## src/rtl/interval_sequencer_pkg.sv

```systemverilog
`default_nettype none
// ============================================================================
// Module  : interval_sequencer_pkg
// Brief   : Phase encodings and default widths for the interval sequencer.
// Rev     : 1.0  initial release
// ============================================================================
package interval_sequencer_pkg;

    localparam int SEC_W_DEF   = 8;
    localparam int ROUND_W_DEF = 4;

    typedef enum logic [2:0] {
        PH_IDLE = 3'd0,
        PH_CALC = 3'd1,
        PH_WORK = 3'd2,
        PH_REST = 3'd3,
        PH_DONE = 3'd4
    } phase_e;

endpackage
`default_nettype wire

```

## src/rtl/interval_sequencer_sec_prescaler.sv

```systemverilog
`default_nettype none
// ============================================================================
// Module  : interval_sequencer_sec_prescaler
// Brief   : Divides clk down to a one-cycle tick per second while enabled.
// Rev     : 1.0  initial release
// ============================================================================
module interval_sequencer_sec_prescaler #(
    parameter int TICKS_PER_SEC = 50000000
) (
    input  logic clk,
    input  logic rst_n,
    input  logic i_en,
    input  logic i_clr,
    output logic o_tick
);

    localparam int c_CNT_W = (TICKS_PER_SEC > 1) ? $clog2(TICKS_PER_SEC) : 1;
    localparam logic [c_CNT_W-1:0] c_LAST = c_CNT_W'(TICKS_PER_SEC - 1);

    logic [c_CNT_W-1:0] r_cnt;
    logic               w_last;

    assign w_last = (r_cnt == c_LAST);
    assign o_tick = i_en & w_last;

    // Clear wins over enable so an abort inside an active phase restarts at zero.
    always_ff @(posedge clk or negedge rst_n) begin
        if (!rst_n) begin
            r_cnt <= '0;
        end else if (i_clr) begin
            r_cnt <= '0;
        end else if (i_en) begin
            r_cnt <= w_last ? '0 : r_cnt + 1'b1;
        end
    end

endmodule
`default_nettype wire

```

## src/rtl/interval_sequencer.sv

```systemverilog
`default_nettype none
// ============================================================================
// Module  : interval_sequencer
// Brief   : Drives the duration calculator and runs the work/rest round schedule.
// Rev     : 1.0  initial release
// ============================================================================
module interval_sequencer
    import interval_sequencer_pkg::*;
#(
    parameter int TICKS_PER_SEC = 50000000,
    parameter int SEC_W         = SEC_W_DEF,
    parameter int ROUND_W       = ROUND_W_DEF
) (
    input  logic               clk,
    input  logic               rst_n,
    input  logic               start,
    input  logic               pause,
    input  logic               abort,
    input  logic [7:0]         cfg_bits,
    input  logic [ROUND_W-1:0] rounds,
    input  logic [SEC_W-1:0]   rest_sec,
    output logic [7:0]         calc_bits,
    input  logic [7:0]         calc_result,
    output logic [2:0]         phase,
    output logic [SEC_W-1:0]   sec_remaining,
    output logic [ROUND_W-1:0] round_num,
    output logic               sec_tick,
    output logic               busy,
    output logic               done,
    output logic               err
);

    phase_e             r_state,  w_state_nx;
    logic [7:0]         r_calc_bits, w_calc_bits_nx;
    logic [SEC_W-1:0]   r_work_sec,  w_work_sec_nx;
    logic [SEC_W-1:0]   r_rest_reg,  w_rest_reg_nx;
    logic [ROUND_W-1:0] r_rounds_reg, w_rounds_reg_nx;
    logic [SEC_W-1:0]   r_sec_rem,   w_sec_rem_nx;
    logic [ROUND_W-1:0] r_round,     w_round_nx;
    logic               r_err,       w_err_nx;

    logic w_active;
    logic w_tick;
    logic w_last_sec;

    assign w_active   = (r_state == PH_WORK) || (r_state == PH_REST);
    assign w_last_sec = (r_sec_rem == SEC_W'(1));

    interval_sequencer_sec_prescaler #(
        .TICKS_PER_SEC (TICKS_PER_SEC)
    ) u_prescaler (
        .clk    (clk),
        .rst_n  (rst_n),
        .i_en   (w_active && !pause),
        .i_clr  (abort || !w_active),
        .o_tick (w_tick)
    );

    always_ff @(posedge clk or negedge rst_n) begin
        if (!rst_n) begin
            r_state      <= PH_IDLE;
            r_calc_bits  <= '0;
            r_work_sec   <= '0;
            r_rest_reg   <= '0;
            r_rounds_reg <= '0;
            r_sec_rem    <= '0;
            r_round      <= '0;
            r_err        <= 1'b0;
        end else begin
            r_state      <= w_state_nx;
            r_calc_bits  <= w_calc_bits_nx;
            r_work_sec   <= w_work_sec_nx;
            r_rest_reg   <= w_rest_reg_nx;
            r_rounds_reg <= w_rounds_reg_nx;
            r_sec_rem    <= w_sec_rem_nx;
            r_round      <= w_round_nx;
            r_err        <= w_err_nx;
        end
    end

    always_comb begin
        w_state_nx      = r_state;
        w_calc_bits_nx  = r_calc_bits;
        w_work_sec_nx   = r_work_sec;
        w_rest_reg_nx   = r_rest_reg;
        w_rounds_reg_nx = r_rounds_reg;
        w_sec_rem_nx    = r_sec_rem;
        w_round_nx      = r_round;
        w_err_nx        = r_err;

        if (abort) begin
            w_state_nx   = PH_IDLE;
            w_sec_rem_nx = '0;
            w_round_nx   = '0;
        end else begin
            case (r_state)
                PH_IDLE: begin
                    if (start && (rounds != '0)) begin
                        w_calc_bits_nx  = cfg_bits;
                        w_rounds_reg_nx = rounds;
                        w_rest_reg_nx   = rest_sec;
                        w_err_nx        = 1'b0;
                        w_state_nx      = PH_CALC;
                    end
                end
                PH_CALC: begin
                    // Calculator has had one full cycle to settle on calc_bits.
                    w_work_sec_nx = SEC_W'(calc_result);
                    if (calc_result == 8'd0) begin
                        w_err_nx   = 1'b1;
                        w_state_nx = PH_DONE;
                    end else begin
                        w_sec_rem_nx = SEC_W'(calc_result);
                        w_round_nx   = ROUND_W'(1);
                        w_state_nx   = PH_WORK;
                    end
                end
                PH_WORK: begin
                    if (w_tick) begin
                        if (!w_last_sec) begin
                            w_sec_rem_nx = r_sec_rem - SEC_W'(1);
                        end else if (r_round == r_rounds_reg) begin
                            w_state_nx = PH_DONE;
                        end else if (r_rest_reg != '0) begin
                            w_sec_rem_nx = r_rest_reg;
                            w_state_nx   = PH_REST;
                        end else begin
                            w_sec_rem_nx = r_work_sec;
                            w_round_nx   = r_round + ROUND_W'(1);
                        end
                    end
                end
                PH_REST: begin
                    if (w_tick) begin
                        if (!w_last_sec) begin
                            w_sec_rem_nx = r_sec_rem - SEC_W'(1);
                        end else begin
                            w_sec_rem_nx = r_work_sec;
                            w_round_nx   = r_round + ROUND_W'(1);
                            w_state_nx   = PH_WORK;
                        end
                    end
                end
                PH_DONE: begin
                    w_state_nx   = PH_IDLE;
                    w_sec_rem_nx = '0;
                    w_round_nx   = '0;
                end
                default: begin
                    w_state_nx   = PH_IDLE;
                    w_sec_rem_nx = '0;
                    w_round_nx   = '0;
                end
            endcase
        end
    end

    assign calc_bits     = r_calc_bits;
    assign phase         = r_state;
    assign sec_remaining = r_sec_rem;
    assign round_num     = r_round;
    assign sec_tick      = w_tick;
    assign busy          = (r_state != PH_IDLE);
    assign done          = (r_state == PH_DONE);
    assign err           = r_err;

endmodule
`default_nettype wire
```

## config.mk

```make
export PLATFORM = sky130hd
export DESIGN_NAME = interval_sequencer
export DESIGN_NICKNAME = d
export VERILOG_FILES = /design/src/rtl/interval_sequencer_pkg.sv /design/src/rtl/interval_sequencer_sec_prescaler.sv /design/src/rtl/interval_sequencer.sv
export SDC_FILE = /design/constraint.sdc
export NUM_CORES = 1
export LEC_CHECK = 0
export CAP_MARGIN = 25
export CORE_UTILIZATION = 59
export DETAILED_ROUTE_END_ITERATION = 12
export PLACE_DENSITY = 0.88
export SETUP_SLACK_MARGIN = 0.1
export SLEW_MARGIN = 20
export SYNTH_ARGS = -nofsm -noshare
export SYNTH_HDL_FRONTEND = slang
export SYNTH_SLANG_ARGS = --single-unit
```

## constraint.sdc

```tcl
create_clock -name clk -period 5.85 [get_ports clk]
set_input_delay 0.8775 -clock clk [delete_from_list [all_inputs] [get_ports clk]]
set_output_delay 0.8775 -clock clk [all_outputs]
set_load 0.1 [all_outputs]
```

==> results by group, run 1 <==
Status
  • Status: finished, violations left
  • Failing checks: DRC

Power
  • Pwr Density: 283 nW/um2
  • Overall power: 1360 uW
  • Sequential power share: 0.436
  • Clock power share: 0.280
  • VDD IR-drop max: 220 uV
  • Power Internal: 868 uW
  • Leakage: 0.00184 uW
  • Sw frac: 0.362
  • Sw power: 493 uW
  • Logic pwr share: 0.284

Placement
  • Placer Congestion: 0.937
  • Post-placement cell count: 533
  • # port buffers: 59
  • DPL Wire Length: 7430 um

Timing
  • Relative slew slack: 0.334
  • Fin. max-slew vios: 0
  • Fin crit share: 0.763
  • Unrepaired setup endpoints after global routing: no
  • Worst clock skew: 6.82 ps
  • FMAX: 0.224 GHz
  • Least-Margin Pin Slew: 995 ps
  • Final count of hold timing violations: 0
  • Setup TNS: 0 ps
  • Post-route minimum period: 4460 ps
  • Hold_ws: 488 ps
  • Setup violators final: 0

Clock tree
  • Register clock-pin slew on the reported worst setup and hold paths: 80 ps
  • Post-CTS sizing: 0
  • TritonCTS buffer count: 9
  • TritonCTS clock tree: done
  • Clk buf depth: 2
  • Postcts setup bufs: 0
  • Clock Sinks: 70
  • Root Driver: clkbuf_8
  • Hold buffer count at CTS: 0
  • CTS H-tree depth: 3
  • Skew-Pair Late Insertion Delay: 350 ps

Global routing
  • Initial antenna violation count: 0
  • GR Overflow Total: 0
  • Global-route wire length before repair: 17200 um
  • Gr usage total: 0.312
  • Largest net degree at the start of global routing: 71
  • Number of global-route vias before repair: 3427

Finish
  • Max reg flops: 26
  • Antenna diode count: 0
  • Area delta synth->final: 21.4%
  • Most flops, register: u_prescaler.r_cnt
  • Non-filler cells, final: 548
  • Nets: 504
  • Layout cells sized above 1: 0.134

Synthesis
  • Syn Std Cell Area: 3960 um2
  • Most used DFF post-synth: dfrtp_1
  • #FFs+latches synth: 70
  • Leading area contributor after synthesis: dfrtp_1
  • Synth cell types: 58
  • Yosys Warn Count: 0
  • Syn_nets: 446
  • Top cells by area, synth: dfrtp_1, mux2_2, nand3_1, o21ai_0, nand2_1
  • Seq/Total Area, Yosys: 0.442
  • Mapped Cells: 409
  • Mean Syn Cell Area: 9.69 um2
  • Async SR Flop Fraction: 1.00
  • Post-synth top area share: 0.442
  • Post-synth EDFFs: 0

Drt
  • Final ANT Viol Nets: 0
  • DRT iter0 DRCs: 393
  • First-pass iteration count of the detailed router: 9
  • Via density: 6.67
  • Residual DRC: 4
  • Routed wire length: 10500 um
  • Via count: 3656
  • WL/cell: 19.2 um

Critical path
  • CP Capture Type: output port
  • Worst reg2reg endpoint: sec_remaining[1]
  • Setup CP Type: flop to output port
  • CP max FO: 6
  • Origin of the critical flop-to-flop path: u_prescaler.r_cnt[18]
  • CP Launch Type: flop
  • Worst path required time: 4970 ps
  • Worst EP arrival: 3580 ps
  • R2R Setup Slk: 2910 ps
  • FF-to-FF path depth: 6

Hold path
  • Hold endpoint: r_work_sec[1]
  • Hold crit path type: flop to flop
  • Hold path depth: 2
  • Hold Startpoint: r_work_sec[1]

Floorplanning
  • Initial Util: 0.617
  • Num ports: 60
  • Total die area: 7050 um2
  • Die height: 83.9 um
  • Die X-Extent: 83.9 um
  • Core area: 6420 um2
  • Cell row count: 29

Job
  • Maxcap violations: 0
-- worst max path at each step --
stage,from,to,depth (start not counted)
after floorplan,u_prescaler.r_cnt[10],sec_tick,5
after global placement,pause,sec_tick,5
after detailed placement,pause,sec_tick,5
after CTS,u_prescaler.r_cnt[18],sec_tick,5
after global routing,u_prescaler.r_cnt[18],sec_tick,5
final,u_prescaler.r_cnt[18],sec_tick,5
-- metrics by stage --
step           setup WS (ps)  cell area (um2)  utilization
2_1_floorplan           2080             3960            -
3_3_place_gp            1620             4610        0.718
3_5_place_dp            1560             4610        0.718
4_1_cts                 1490             4800        0.747
5_1_grt                 1290             4810        0.749
6_report                1390             4810        0.749
-- area by class of cell --
class	instances	area, um2
repair buffers	63	616
clock buffers	9	124
multi-input cells	315	2130
well taps	77	96.3
inverters	8	30.0
flip-flops and latches	70	1750
fillers	457	1610
clock inverters	6	63.8
-- cells in the final DEF (no fill, tap or decap), types with 3 or more instances in the layout --
cell	n
a21oi_1	17
a22oi_1	4
a31oi_1	10
a41oi_1	3
and3_1	3
and4_1	3
buf_4	4
clkbuf_8	9
clkdlybuf4s50_1	58
dfrtp_1	70
ha_1	4
inv_1	7
mux2_2	29
mux2i_1	4
nand2_1	30
nand2b_1	4
nand3_1	27
nand4_1	8
nor2_1	29
nor3_1	10
nor3b_1	4
nor4_1	8
o211ai_1	8
o21ai_0	27
o31ai_1	5
o41ai_1	3
or2_2	4
or3_1	9
or3b_2	3
or4_1	9
xnor2_1	9
xor2_1	7
-- routing by layer --
metal | vias to the layer above | part of all wire | GRT usage
met5 | - | 0 | 0
met4 | 0 | 0.024 | 0.122
met3 | 32 | 0.071 | 0.0396
met2 | 187 | 0.48 | 0.499
met1 | 1771 | 0.43 | 0.433
li1 | 1666 | - | -
-- power groups by stage --
stage | logic [uW] | clock network (uW) | registers [uW]
after global placement | 373 | 0 | 594
final | 386 | 382 | 593
after floorplan | 139 | 0 | 722
after global routing | 402 | 404 | 599
after detailed placement | 381 | 0 | 599
after CTS | 384 | 385 | 591
-- kinds of logic after synthesis --
logic type               Yosys count  synth area share
adder cells (fa/ha/maj)            4            0.0126
flip-flops                        70             0.442
multiplexers                      33            0.0925
AND/OR/NAND/NOR                  167             0.237
buffers and inverters             24            0.0246
AO/OA/AOI/OAI                     95             0.156
XOR/XNOR                          16            0.0354
-- critical path, stage by stage, from the launching register on --
cell and delay, ps:
dfrtp_1 430, or4b_1 610, nor4_2 650, nand2_1 220
nor2_1 170, clkdlybuf4s50_1 1150
-- synthesized netlist by cell type, types with 3 or more instances --
master and n:
dfrtp_1 70, nand2_1 30, mux2_2 29, nor2_1 29, nand3_1 27, o21ai_0 27, a21oi_1 17, clkbuf_1 12
a31oi_1 10, nor3_1 10, or3_1 9, or4_1 9, xnor2_1 9, nand4_1 8, nor4_1 8, o211ai_1 8
inv_1 7, xor2_1 7, o31ai_1 5, a22oi_1 4, ha_1 4, mux2i_1 4, nand2b_1 4, nor3b_1 4
or2_2 4, a41oi_1 3, and3_1 3, and4_1 3, buf_1 3, o41ai_1 3, or3b_2 3
Note: power is estimated with default switching activity, not from simulation.
==> inputs of run 2 (changes only) <==
--- a/config.mk
+++ b/config.mk
@@ -6,9 +6,9 @@
 export NUM_CORES = 1
 export LEC_CHECK = 0
 export CAP_MARGIN = 25
-export CORE_UTILIZATION = 59
+export CORE_UTILIZATION = 49
 export DETAILED_ROUTE_END_ITERATION = 12
-export PLACE_DENSITY = 0.88
+export PLACE_DENSITY = 0.78
 export SETUP_SLACK_MARGIN = 0.1
 export SLEW_MARGIN = 20
 export SYNTH_ARGS = -nofsm -noshare
==> constraint.sdc (replaced) <==
create_clock -name clk -period 3.8 [get_ports clk]
set_input_delay 0.57 -clock clk [delete_from_list [all_inputs] [get_ports clk]]
set_output_delay 0.57 -clock clk [all_outputs]
set_load 0.1 [all_outputs]
==> run 2 against run 1 <==
  * The run now ends clean
  * Via count decreased by 2.5%
  * Die area increased by 20%
  * Clock power increased by 65%
  * Highest routed layer unchanged
==> results by group, run 2 (synthesis gave the netlist of run 1 again) <==
Drt
  • Residual DRC: 0 (was 4)
  • DRT iter0 DRCs: 369 (was 393)
  • Final ANT Viol Nets: 0 (unchanged)
  • First-pass iteration count of the detailed router: 5 (was 9)
  • WL/cell: 17.8 um (was 19.2 um)
  • Via density: 6.20 (was 6.67)
  • Via count: 3566 (was 3656)
  • Routed wire length: 10200 um (was 10500 um)

Finish
  • Multi-input logic area: 2110 um2 (was 2130 um2)
  • Commonest non-fill, non-tap cells in the layout: dfrtp_1, clkdlybuf4s50_1, nand2_1, nor2_1, mux2_2 (unchanged)
  • Commonest non-fill, non-tap cell in the layout: dfrtp_1 (unchanged)
  • Fillers: 664 (was 457)
  • Antenna diode count: 0 (unchanged)
  • Register area: 1750 um2 (unchanged)
  • Max reg flops: 26 (unchanged)
  • Most flops, register: u_prescaler.r_cnt (unchanged)
  • Nets: 505 (was 504)
  • Area delta synth->final: 22.3% (was 21.4%)
  • Layout cells sized above 1: 0.140 (was 0.134)

Floorplanning
  • Total die area: 8450 um2 (was 7050 um2)
  • Num ports: 60 (unchanged)
  • Core area: 7770 um2 (was 6420 um2)
  • Die X-Extent: 91.9 um (was 83.9 um)
  • Cell row count: 32 (was 29)
  • Die height: 91.9 um (was 83.9 um)
  • Initial Util: 0.510 (was 0.617)

Hold path
  • Hold crit path type: primary input to asynchronous set/reset pin (was flop to flop)

Timing
  • Final count of hold timing violations: 0 (unchanged)
  • Setup violators final: 0 (unchanged)
  • Unrepaired setup endpoints after global routing: no (unchanged)
  • FMAX: 0.316 GHz
  • Relative slew slack: 0.342 (was 0.334)
  • Post-route minimum period: 3160 ps
  • Fin. max-slew vios: 0 (unchanged)
  • Setup TNS: 0 ps (unchanged)
  • Fin crit share: 0.832
  • Least-Margin Pin Slew: 983 ps (was 995 ps)
  • Worst clock skew: 15.9 ps (was 6.82 ps)

Critical path
  • Setup CP Type: flop to output port (unchanged)
  • Critical path cell sequence: or4b_1, nor4_2, nand2_1, nor2_1, buf_4 (was or4b_1, nor4_2, nand2_1, nor2_1, clkdlybuf4s50_1)
  • CP Launch Type: flop (unchanged)
  • Critical path's slowest cell: or4b_1 (was clkdlybuf4s50_1)
  • CP peak stage delay: 600 ps (was 1150 ps)
  • CP Capture Type: output port (unchanged)
  • Worst path required time: 3230 ps (was 4970 ps)
  • Worst EP arrival: 2590 ps (was 3580 ps)
  • CP max FO: 6 (unchanged)

Global routing
  • Global-route wire length before repair: 17000 um (was 17200 um)
  • Largest net degree at the start of global routing: 45 (was 71)
  • Number of global-route vias before repair: 3297 (was 3427)
  • Initial antenna violation count: 0 (unchanged)
  • Gr usage total: 0.260 (was 0.312)
  • GR Overflow Total: 0 (unchanged)

Clock tree
  • Postcts setup bufs: 0 (unchanged)
  • Clock Sinks: 70 (unchanged)
  • Post-CTS sizing: 0 (unchanged)
  • Root Driver: clkbuf_8 (unchanged)
  • Hold buffer count at CTS: 0 (unchanged)
  • Clk buf depth: 2 (unchanged)
  • TritonCTS clock tree: done (unchanged)
  • CTS H-tree depth: 3 (unchanged)
  • Skew-Pair Late Insertion Delay: 360 ps (was 350 ps)
  • Register clock-pin slew on the reported worst setup and hold paths: 90 ps (was 80 ps)
  • TritonCTS buffer count: 9 (unchanged)

Placement
  • DPL Wire Length: 7430 um (about the same)
  • Placer Congestion: 0.959 (was 0.937)
  • # port buffers: 59 (unchanged)

Power
  • Overall power: 2130 uW (was 1360 uW)
  • Leakage: 0.00185 uW (was 0.00184 uW)
  • Pwr Density: 440 nW/um2 (was 283 nW/um2)
  • VDD IR-drop max: 351 uV (was 220 uV)

Job
  • Maxcap violations: 0 (unchanged)

Status
  • Status: complete, no violations (was finished, violations left)
[run 2: cell count changes in the layout (fill, tap and decap cells not counted), sizes merged]
cell           previous run  this run
clkinv                    4         2
buf                       5         8
clkdlybuf4s50            58        56
inv                       7        10
[run 2: path summary, 6_finish.rpt]
| check | start | end | slack (ps) | depth (start not counted) |
|---|---|---|---|---|
| worst max-delay path | u_prescaler.r_cnt[18] | sec_tick | 640 | 5 |
| worst min register to register | u_prescaler.r_cnt[24] | u_prescaler.r_cnt[24] | 510 | 1 |
| worst min-delay path | rst_n | u_prescaler.r_cnt[10] | 220 | 1 |
| worst max register to register | u_prescaler.r_cnt[18] | sec_remaining[1] | 1060 | 6 |
| min in group clk | u_prescaler.r_cnt[24] | u_prescaler.r_cnt[24] | 510 | 1 |
| max in group asynchronous | rst_n | u_prescaler.r_cnt[8] | 2580 | 2 |
[run 2: area by class of cell]
type / instances / share of cell area
sequential: 70 / 0.362
inverter: 8 / 0.00620
multi-input combinational: 315 / 0.436
clock inverter: 7 / 0.0165
timing repair buffer: 64 / 0.128
tap: 102 / 0.0263
clock buffer: 9 / 0.0256
[run 2: metal layers]
metal / GRT usage / vias up / routed length (um)
li1: - / 1679 / -
met5: 0 / - / 0
met4: 0.0768 / 0 / 184
met3: 0.0614 / 20 / 760
met1: 0.396 / 1704 / 4920
met2: 0.366 / 163 / 4370
[run 2: through the flow]
stage / setup slack (ps) / hold slack (ps) / util / std cells / cell area (um2)
5_1_grt: 491 / 257 / 0.624 / 575 / 4840
6_report: 640 / 224 / 0.624 / 575 / 4840
3_5_place_dp: 933 / 478 / 0.597 / 559 / 4640
3_3_place_gp: 994 / 460 / 0.597 / 559 / 4640
2_1_floorplan: 340 / 274 / - / 409 / 3960
4_1_cts: 642 / 238 / 0.624 / 575 / 4840
[run 2: power breakdown]
part | switching, uW | internal (uW) | total, uW
Clock | 320 | 311 | 631
Sequential | 82.1 | 832 | 914
Combinational | 380 | 206 | 586
Total | 782 | 1350 | 2130
[run 2: worst max-delay path: cells and delay by family (launching register included)]
family | cells | cell delay (ps)
simple gates | 4 | 1490
flops | 1 | 440
buf+inv | 1 | 300
==> inputs of run 3 (changes only) <==
--- a/config.mk
+++ b/config.mk
@@ -6,9 +6,9 @@
 export NUM_CORES = 1
 export LEC_CHECK = 0
 export CAP_MARGIN = 25
-export CORE_UTILIZATION = 49
+export CORE_UTILIZATION = 54
 export DETAILED_ROUTE_END_ITERATION = 12
-export PLACE_DENSITY = 0.78
+export PLACE_DENSITY = 0.82
 export SETUP_SLACK_MARGIN = 0.1
 export SLEW_MARGIN = 20
 export SYNTH_ARGS = -nofsm -noshare
==> constraint.sdc (replaced) <==
create_clock -name clk -period 3.1 [get_ports clk]
set_input_delay 0.465 -clock clk [delete_from_list [all_inputs] [get_ports clk]]
set_output_delay 0.465 -clock clk [all_outputs]
set_load 0.1 [all_outputs]
==> run 3 against run 2 <==
  * Critical endpoint unchanged
  * Register-to-register slack lost 550 ps
  * Sequential power grew 23%
  * Clock skew shrank 1.9 ps
  * Critical path type unchanged
==> results by group, run 3 (synthesis gave the netlist of run 1 again) <==
Status
  • Status: complete, no violations (unchanged)

Placement
  • Placer Congestion: 0.900 (was 0.959)
  • Post-placement cell count: 561 (was 559)
  • # port buffers: 59 (unchanged)
  • Placed cell areas: 4650 um2 (was 4640 um2)
  • DPL Wire Length: 7760 um (was 7430 um)

Clock tree
  • Hold buffer count at CTS: 0 (unchanged)
  • Post-CTS sizing: 1 (was 0)
  • Clock Sinks: 70 (unchanged)
  • Postcts setup bufs: 0 (unchanged)
  • TritonCTS clock tree: done (unchanged)
  • TritonCTS buffer count: 9 (unchanged)
  • Root Driver: clkbuf_8 (unchanged)
  • Skew-Pair Late Insertion Delay: 360 ps (about the same)
  • CTS H-tree depth: 3 (unchanged)
  • Clk buf depth: 2 (unchanged)
  • Register clock-pin slew on the reported worst setup and hold paths: 90 ps (about the same)

Finish
  • Non-filler cells, final: 577 (was 575)
  • Nets: 513 (was 505)
  • Area delta synth->final: 23.3% (was 22.3%)
  • Max reg flops: 26 (unchanged)
  • Commonest non-fill, non-tap cell in the layout: dfrtp_1 (unchanged)
  • Fin area: 4890 um2 (was 4840 um2)
  • Antenna diode count: 0 (unchanged)
  • Layout cells sized above 1: 0.210 (was 0.140)
  • Commonest non-fill, non-tap cells in the layout: dfrtp_1, buf_4, clkdlybuf4s50_1, nand2_1, mux2_2 (was dfrtp_1, clkdlybuf4s50_1, nand2_1, nor2_1, mux2_2)
  • Most flops, register: u_prescaler.r_cnt (unchanged)

Power
  • Sequential power share: 0.413 (was 0.429)
  • VDD IR-drop max: 503 uV (was 351 uV)
  • Sw power: 971 uW (was 782 uW)
  • Pwr Density: 554 nW/um2 (was 440 nW/um2)
  • Clock power share: 0.319 (was 0.296)
  • Leakage: 0.00196 uW (was 0.00185 uW)
  • Logic pwr share: 0.268 (was 0.275)
  • Power Internal: 1740 uW (was 1350 uW)
  • Overall power: 2710 uW (was 2130 uW)
  • Sw frac: 0.359 (was 0.367)

Drt
  • WL/cell: 18.3 um (was 17.8 um)
  • DRT iter0 DRCs: 424 (was 369)
  • First-pass iteration count of the detailed router: 5 (unchanged)
  • Via count: 3653 (was 3566)
  • Final ANT Viol Nets: 0 (unchanged)
  • Residual DRC: 0 (unchanged)
  • Routed wire length: 10600 um (was 10200 um)
  • Via density: 6.33 (was 6.20)

Timing
  • Relative slew slack: 0.431 (was 0.342)
  • Final count of hold timing violations: 0 (unchanged)
  • Least-Margin Pin Slew: 846 ps (was 983 ps)
  • Setup TNS: 0 ps (unchanged)
  • Unrepaired setup endpoints after global routing: no (unchanged)
  • Post-route minimum period: 2890 ps
  • Setup violators final: 0 (unchanged)
  • Worst clock skew: 14.0 ps (was 15.9 ps)
  • FMAX: 0.346 GHz
  • Fin. max-slew vios: 0 (unchanged)
  • Fin crit share: 0.933

Critical path
  • FF-to-FF path depth: 5 (was 6)
  • Critical path cell sequence: or4b_1, nor4_4, nand2_1, nor2_2, buf_12 (was or4b_1, nor4_2, nand2_1, nor2_1, buf_4)
  • CP max FO: 6 (unchanged)
  • CP Capture Type: output port (unchanged)
  • R2R Setup Slk: 510 ps (was 1060 ps)
  • Worst EP arrival: 2430 ps (was 2590 ps)
  • Worst reg2reg endpoint: phase[0] (was sec_remaining[1])
  • Critical path's slowest cell: or4b_1 (unchanged)
  • Origin of the critical flop-to-flop path: u_prescaler.r_cnt[18] (unchanged)
  • Worst path required time: 2630 ps (was 3230 ps)
  • CP peak stage delay: 630 ps (was 600 ps)
  • CP Launch Type: flop (unchanged)
  • Setup CP Type: flop to output port (unchanged)

Floorplanning
  • Initial Util: 0.570 (was 0.510)
  • Num ports: 60 (unchanged)
  • Cell row count: 30 (was 32)
  • Total die area: 7680 um2 (was 8450 um2)
  • Die X-Extent: 87.7 um (was 91.9 um)
  • Core area: 6940 um2 (was 7770 um2)
  • Die height: 87.7 um (was 91.9 um)

Job
  • Maxcap violations: 0 (unchanged)

Global routing
  • Gr usage total: 0.296 (was 0.260)
  • Number of global-route vias before repair: 3543 (was 3297)
  • Largest net degree at the start of global routing: 26 (was 45)
  • Global-route wire length before repair: 17200 um (was 17000 um)
  • GR Overflow Total: 0 (unchanged)
  • Initial antenna violation count: 0 (unchanged)

Hold path
  • Hold crit path type: primary input to asynchronous set/reset pin (unchanged)
-- run 3: routing by layer --
metal  global-route usage  vias up  routed length, um
met4                0.118        0                235
met2                0.434      184               4660
li1                     -     1687                  -
met5                    0        -                  0
met3               0.0631       24                901
met1                0.428     1758               4750
-- run 3: worst max path at each step --
stage	start	endpoint	slack, ps
final	u_prescaler.r_cnt[18]	sec_tick	210
after global routing	u_prescaler.r_cnt[18]	sec_tick	140
after detailed placement	pause	phase[0]	470
after global placement	u_prescaler.r_cnt[18]	sec_tick	490
after CTS	u_prescaler.r_cnt[18]	sec_tick	230
after floorplan	u_prescaler.r_cnt[10]	sec_tick	190
-- run 3: power groups by stage --
stage	Combinational (uW)	Clock, uW	Sequential, uW
2_1_floorplan	263	0	1360
3_3_place_gp	705	0	1120
3_5_place_dp	722	0	1130
4_1_cts	726	871	1110
5_1_grt	764	909	1130
6_report	725	864	1120
-- run 3: area by class of cell --
type                       instances  area (um2)
tap                               96         120
clock inverter                     7         103
multi-input combinational        315        2130
inverter                           8        30.0
fill                             536        2060
timing repair buffer              72         628
clock buffer                       9         124
sequential                        70        1750
-- run 3: stage by stage --
step | hold slack, ps | setup WS, ps | util
2_1_floorplan | 169 | 193 | -
5_1_grt | 122 | 137 | 0.704
4_1_cts | 101 | 225 | 0.704
6_report | 93.2 | 206 | 0.704
3_5_place_dp | 482 | 473 | 0.670
3_3_place_gp | 465 | 494 | 0.670
-- run 3: critical path, delay by kind of cell, from the launching register on --
family	cells	cell delay (ps)
flops	1	430
buf+inv	1	190
simple gates	4	1460
